==> src/rtl/corrige_hamming_param.sv <==
// corrige_hamming_param: two-stage valid/ready Hamming decoder with single-error correction and error counters.
// Define CORRIGE_HAMMING_SECDED_EN to add the overall parity bit and double-error detection.
`timescale 1ns/1ps
module corrige_hamming_param #(
  parameter int R = 4,
  localparam int N = (1 << R) - 1,
  localparam int K = N - R,
`ifdef CORRIGE_HAMMING_SECDED_EN
  localparam int W = N + 1
`else
  localparam int W = N
`endif
) (
  input  logic         clk,
  input  logic         rst_n,
  input  logic         in_valid,
  output logic         in_ready,
  input  logic [W-1:0] entrada,
  output logic         out_valid,
  input  logic         out_ready,
  output logic [K-1:0] saida,
  output logic [R-1:0] sindrome,
  output logic         erro_corrigido,
  output logic         erro_duplo,
  input  logic         clr_cnt,
  output logic [15:0]  cnt_corrigidos,
  output logic [15:0]  cnt_duplos
);
  logic         s1_valid_q, out_valid_q, ec_q, s2_load, s1_load, flip, ec_d;
  logic [N-1:0] s1_word_q, mask, fix;
  logic [R-1:0] s1_syn_q, syn_d, sind_q;
  logic [K-1:0] dat_d, saida_q;
  logic [15:0]  cnt_c_q, cnt_c_d;
  assign s2_load = !out_valid_q || out_ready;
  assign s1_load = !s1_valid_q || s2_load;
  assign in_ready = s1_load;
  assign out_valid = out_valid_q;
  assign saida = saida_q;
  assign sindrome = sind_q;
  assign erro_corrigido = ec_q;
  assign cnt_corrigidos = cnt_c_q;
  always_comb begin
    syn_d = '0;
    for (int i = 0; i < N; i++)
      for (int j = 0; j < R; j++)
        if ((((i + 1) >> j) & 1) == 1) syn_d[j] = syn_d[j] ^ entrada[i];
  end
  always_comb begin
    mask = '0;
    for (int i = 0; i < N; i++) mask[i] = (s1_syn_q == R'(i + 1));
  end
  assign fix = s1_word_q ^ (flip ? mask : '0);
  // Data bits sit at the non-power-of-two positions, packed in ascending order.
  always_comb begin
    int k;
    dat_d = '0;
    k = 0;
    for (int i = 0; i < N; i++)
      if ((((i + 1) & i)) != 0) begin
        dat_d[k] = fix[i];
        k = k + 1;
      end
  end
  assign cnt_c_d = clr_cnt ? 16'h0 :
                   (out_valid_q && out_ready && ec_q && cnt_c_q != 16'hFFFF) ? cnt_c_q + 16'h1 : cnt_c_q;
`ifdef CORRIGE_HAMMING_SECDED_EN
  logic        s1_par_q, ed_q, ed_d;
  logic [15:0] cnt_d_q, cnt_d_d;
  // Odd overall parity means an odd number of flips: one, and correctable.
  assign flip = s1_par_q;
  assign ec_d = s1_par_q;
  assign ed_d = (s1_syn_q != '0) && !s1_par_q;
  assign erro_duplo = ed_q;
  assign cnt_duplos = cnt_d_q;
  assign cnt_d_d = clr_cnt ? 16'h0 :
                   (out_valid_q && out_ready && ed_q && cnt_d_q != 16'hFFFF) ? cnt_d_q + 16'h1 : cnt_d_q;
  always_ff @(posedge clk or negedge rst_n)
    if (!rst_n) begin
      s1_par_q <= 1'b0;
      ed_q     <= 1'b0;
      cnt_d_q  <= '0;
    end else begin
      if (s1_load && in_valid) s1_par_q <= ^entrada;
      if (s2_load && s1_valid_q) ed_q <= ed_d;
      cnt_d_q <= cnt_d_d;
    end
`else
  assign ec_d = (s1_syn_q != '0);
  assign flip = ec_d;
  assign erro_duplo = 1'b0;
  assign cnt_duplos = 16'h0;
`endif
  always_ff @(posedge clk or negedge rst_n)
    if (!rst_n) begin
      s1_valid_q  <= 1'b0;
      s1_word_q   <= '0;
      s1_syn_q    <= '0;
      out_valid_q <= 1'b0;
      saida_q     <= '0;
      sind_q      <= '0;
      ec_q        <= 1'b0;
      cnt_c_q     <= '0;
    end else begin
      if (s1_load) s1_valid_q <= in_valid;
      if (s1_load && in_valid) begin
        s1_word_q <= entrada[N-1:0];
        s1_syn_q  <= syn_d;
      end
      if (s2_load) out_valid_q <= s1_valid_q;
      if (s2_load && s1_valid_q) begin
        saida_q <= dat_d;
        sind_q  <= s1_syn_q;
        ec_q    <= ec_d;
      end
      cnt_c_q <= cnt_c_d;
    end
endmodule

==> config.mk <==
export PLATFORM = sky130hd
export DESIGN_NAME = corrige_hamming_param
export DESIGN_NICKNAME = d
export VERILOG_FILES = /design/src/rtl/corrige_hamming_param.sv
export SDC_FILE = /design/constraint.sdc
export NUM_CORES = 1
export LEC_CHECK = 0
export ABC_CLOCK_PERIOD_IN_PS = 4160
export CORE_ASPECT_RATIO = 1.5
export CORE_MARGIN = 4
export CORE_UTILIZATION = 50
export DETAILED_ROUTE_END_ITERATION = 8
export GPL_TIMING_DRIVEN = 0
export HOLD_SLACK_MARGIN = 0.03
export PLACE_DENSITY = 0.82
export SYNTH_ARGS = -nofsm -noshare
export SYNTH_HDL_FRONTEND = slang
export SYNTH_SLANG_ARGS = --single-unit
==> constraint.sdc <==
create_clock -name clk -period 4.16 [get_ports clk]
set_input_delay 0.624 -clock clk [delete_from_list [all_inputs] [get_ports clk]]
set_output_delay 0.624 -clock clk [all_outputs]
set_load 0.05 [all_outputs]
# == Word level (Yosys, flattened, before mapping) ==
# Cells that the tools add are included.
# totals
register_bits,53
in_bits,20
output_inout_bits,51
wordCells,68
# op_classes
add_sub_neg,1
n_eq_ne,16
mux,3
bitwise,29
n_reduce_logical,11
# op_table
cell,n
"== test 4 bit, second input constant",8
2-to-1 mux 16 bit,2
XOR 1 bit,28
"adder 16 x 1 -> 16 bit, second input constant",1
"== test 4 x 3 -> 1 bit, second input constant",4
"inequality test 16 bit, second input constant",1
2-to-1 mux 15 bit,1
XOR 15 bit,1
"== test 4 x 2 -> 1 bit, second input constant",2
logical AND 1 bit,5
"== test 4 x 1 -> 1 bit, second input constant",1
nonzero test 4 bit,1
logical NOT 1 bit,2
logical OR 1 bit,2
nonzero test 2 bit,1

# == Depth between registers and ports, before layout ==
# logic_depth
depth_word,7
mapped_depth,5
mapped_depth_nobuf,5

# == Least setup slack after synthesis ==
# Ideal clock, no wire load.
# synth_path
path_kind,flip-flop to flip-flop
start,"reg out_valid_q, in the netlist out_valid"
end,reg s1_syn_q[0]
setup_time_ps,125
arrival_time_ps,2244
t_required_ps,4035
path_slack_ps,1792
stages_incl_launch_ff,5
path_buffers,1
synth_period_minus_slack_ps,2368
path_cell_list,dfrtp_1 > nand3b_1 > nand2_1 > buf_2 > mux2_2
# synth_via
elab_chain_cells,4
# synth_rtl
item,line,text
start: declaration,29,"logic s1_valid_q, out_valid_q, ec_q, s2_load, s1_load, flip, ec_d;"
start signal: assignment,109,if (s2_load) out_valid_q <= s1_valid_q;
logical NOT 1 bit,34,assign s2_load = !out_valid_q || out_ready;
logical OR 1 bit,34,
logical OR 1 bit,35,assign s1_load = !s1_valid_q || s2_load;
named net in_ready,17,"output logic in_ready,"
logical AND 1 bit,105,if (s1_load && in_valid) begin
end signal: assignment,107,s1_syn_q <= syn_d;
end: declaration,31,"logic [R-1:0] s1_syn_q, syn_d, sind_q;"
# The timed path passes the listed nets, and every way through them passes these cells.
# A chain may end at the register's enable or synchronous reset.

# == Worst setup path in the final report ==
# layout_path
start,in out_ready
end,out in_ready
# layout_via
elab_chain_cells,2
# layout_rtl
item,line,text
start: declaration,20,"input logic out_ready,"
logical OR 1 bit,34,
logical OR 1 bit,35,
end: declaration,17,
# Every way passes these cells.

==> impl_results.md <==
- Outcome: complete, no violations
- Global-route wire length before repair: between 9 and 10 mm
- Commonest cells post-synth: 49 x dfrtp_1, 23 x nand2_1, 20 x mux2_2, 20 x xnor2_1, 18 x o21ai_0
- Diode count: 0
- Critical path startpoint category: primary input
- Area Growth Syn to Fin: 28.98%
- Crit path max-delay cell type: clkdlybuf4s50_1
- EDFF count, synth: 0
- Worst Path Arrival: 2.18 ns
- DIE WIDTH: 67.79 µm
- Setup Fix Bufs, Post-CTS: 0
- Via density: 5.206
- I/O pin cnt: 71
- Post-synthesis sequential area ratio: 45.73%
- Final core occ: 66.96%
- CTS tree: yes
- Switching fraction of total power: 39.20%
- FF-to-FF End: cnt_corrigidos[8]
- Worst Hold Class: in2async
- Port bufs: 53
- FF+latch count, synth: 49
- NumNets Final: 352
- DRC: 0
- Worst R2R Setup Slack: 2.28 ns
- Tot GR Track Use: 17.81%
- Largest net degree at the start of global routing: 36
- Clock transition at the registers of the reported paths: about 0.09 ns
- H-tree levels: 2
- TritonCTS Sinks: 49
- Critical Path Fanout Max: 5
- Share of post-route cells with drive strength above 1: 19.03%
- Die Footprint: 0.006622 mm²
- CP max stage delay: a little over 0.8 ns
- Setup Slack @ Placement: between 1 and 1.5 ns
- Clk pwr share: 18.0%
- Tot Pwr: 1.533 mW
- Slew Viols, Final: 0
- Final wirelength: 5.444 mm
- Crit Reg-Reg Startpoint: cnt_corrigidos[0]
- Sequential share of power: 42.1%
- HPWL after DPL: roughly 4.4 mm
- Antenna viol nets, final: 0
- FF+latch area: about 0.0012 mm²
- Combinational power share: around two fifths
- Final weighted congestion in routability-driven placement: 0.8765
- Initial Util: 51.91%
- Hold buffers post-CTS: 0
- Iter 0 DRT Violations: 94
- Internal power: 0.9322 mW
- Kind of critical path: in2out
- Core area: 0.005165 mm²
- Distinct cells, synth: between 40 and 50
- Clock latency on the worst-skew pair: 0.30 ns
- Clock buffer depth: 2
- CTS Root Cell: clkbuf_8
- Inserted Clock Buffers: 5
- Post-CTS Resized: 0
- Height of the chip: 97.69 µm
- Num rows: 32
- Leading area contributor after synthesis: dfrtp_1
- Worst-Margin Slew: 0.5084 ns
- Cell mode on critical path: clkdlybuf4s50_1
- Final setup vio count: 0
- Yosys top cell area share: 45.73%
- CP endpoint kind: primary output
- RSZ-0062 raised after global routing: false
- Worst setup margin: 1.356 ns
- Vias in the first global route: 1993
- R2R depth: 5
- Max VDD drop: 0.2627 mV
- Drt first pass iters: 4
- Filler cells: 409
- Initial antenna violation count: 0
- Critical-path cell list: clkdlybuf4s50_1 > nand3b_1 > clkdlybuf4s50_1
- Ys flop type: dfrtp_1
- NetSw: 0.6011 mW
- CP required: 3.54 ns
- Max Cap Violations: 0
- Yosys warns: 0
- Most common cell in the netlist: dfrtp_1
- Final worst path period share: 67.41%
- Clock period minus worst slack: 2.804 ns
- Setup Skew: 0.008888 ns
- Syn_area_per_cell: 10.56 µm²
- Slew margin rel.: 66.00%
- Hold Violations, Final: 0
- Cells after Synth: 254
- F_max: 356.6 MHz
- DR vias: 2077
- Multi-input combinational cell area: approximately 0.0013 mm²
- Power Density: 443.4 mW/mm²
- Avg WL per Cell: 13.64 µm
- Grt total ovfl: 0
- Mapped Area: 0.002681 mm²
- Setup TNS: 0 ns
- Cells taking the most area after synthesis: dfrtp_1 46%, mux2_2 8.4%, xnor2_1 6.5%, buf_4 4.8%, o21ai_0 3.4%
- Hold WS: about 0.22 ns
- Async SR Flop Fraction: 100.0%
- LEAKAGE: 1.466 nW
cell type report:
cell class	count	area share, %
clock buffers	7	2.496
plain buffers	23	4.812
multi-input cells	195	38.68
repair buffers	54	15.77
flip-flops and latches	49	35.46
well taps	68	2.460
inverters	3	0.3256
logic make-up after synthesis:
group	Yosys count	share of synthesized area, %
adder cells (fa/ha/maj)	1	0.4666
AND/OR/NAND/NOR	86	18.76
buffers and inverters	26	6.626
XOR/XNOR	31	11.15
flip-flops	49	45.73
AO/OA/AOI/OAI	40	8.727
other	1	0.1399
multiplexers	20	8.400
critical path, delay by kind of cell:
kind                   cells  cell delay, ns
buffers and inverters      2            1.36
and+or+nand+nor            1            0.19
stage by stage:
step	std cells	area (µm²)
after floorplan	270	2741
after global placement	391	3357
after detailed placement	392	3372
after CTS	399	3458
after global routing	399	3458
final	399	3458
registers in the layout (all words and copies together) (netlist names):
register,count
sindrome,4
saida,11
s1_syn_q,4
s1_word_q,11
out_valid,1
cnt_corrigidos,16
erro_corrigido,1
s1_valid_q,1
metal layers:
| metal | GRT usage [%] | wire (µm) |
|---|---|---|
| met4 | 5.207 | 60 |
| met1 | 19.95 | 1986 |
| met3 | 3.588 | 314 |
| met2 | 32.56 | 3083 |
| met5 | 0 | 0 |
power by group through the flow:
stage | clock network (mW) | logic, mW | registers, mW
CTS | 0.285 | 0.618 | 0.646
global placement | 0 | 0.607 | 0.651
finish | 0.276 | 0.612 | 0.646
global route | 0.304 | 0.653 | 0.660
detailed placement | 0 | 0.618 | 0.655
floorplan | 0 | 0.231 | 0.833
placed cells by master, fill, tap and decap left out, drive strengths merged, types with 3 or more instances in the layout:
cell and instances:
buf 20, nand3 6, and4 7, nand4 4
clkdlybuf4s50 52, mux2 20, or3 3, nor2 10
a21oi 12, clkbuf 11, nand2 23, inv 3
o31ai 4, and3 4, or2 4, o41ai 3
conb 17, dfrtp 49, nor3 3, o21ai 18
xnor2 20, or4 5, nand2b 7, xor2 9
nor2b 4
how the worst max path moves through the flow:
| stage | from | end | slack (ns) | cells past startpoint |
|---|---|---|---|---|
| CTS | out_ready | in_ready | 1.35 | 3 |
| global placement | rst_n | s1_word_q[10] | 1.10 | 1 |
| floorplan | out_valid | s1_syn_q[0] | 1.79 | 4 |
| global route | out_ready | in_ready | 1.28 | 3 |
| detailed placement | out_ready | in_ready | 1.35 | 3 |
| finish | out_ready | in_ready | 1.36 | 3 |
(Power assumes the default switching activity.)
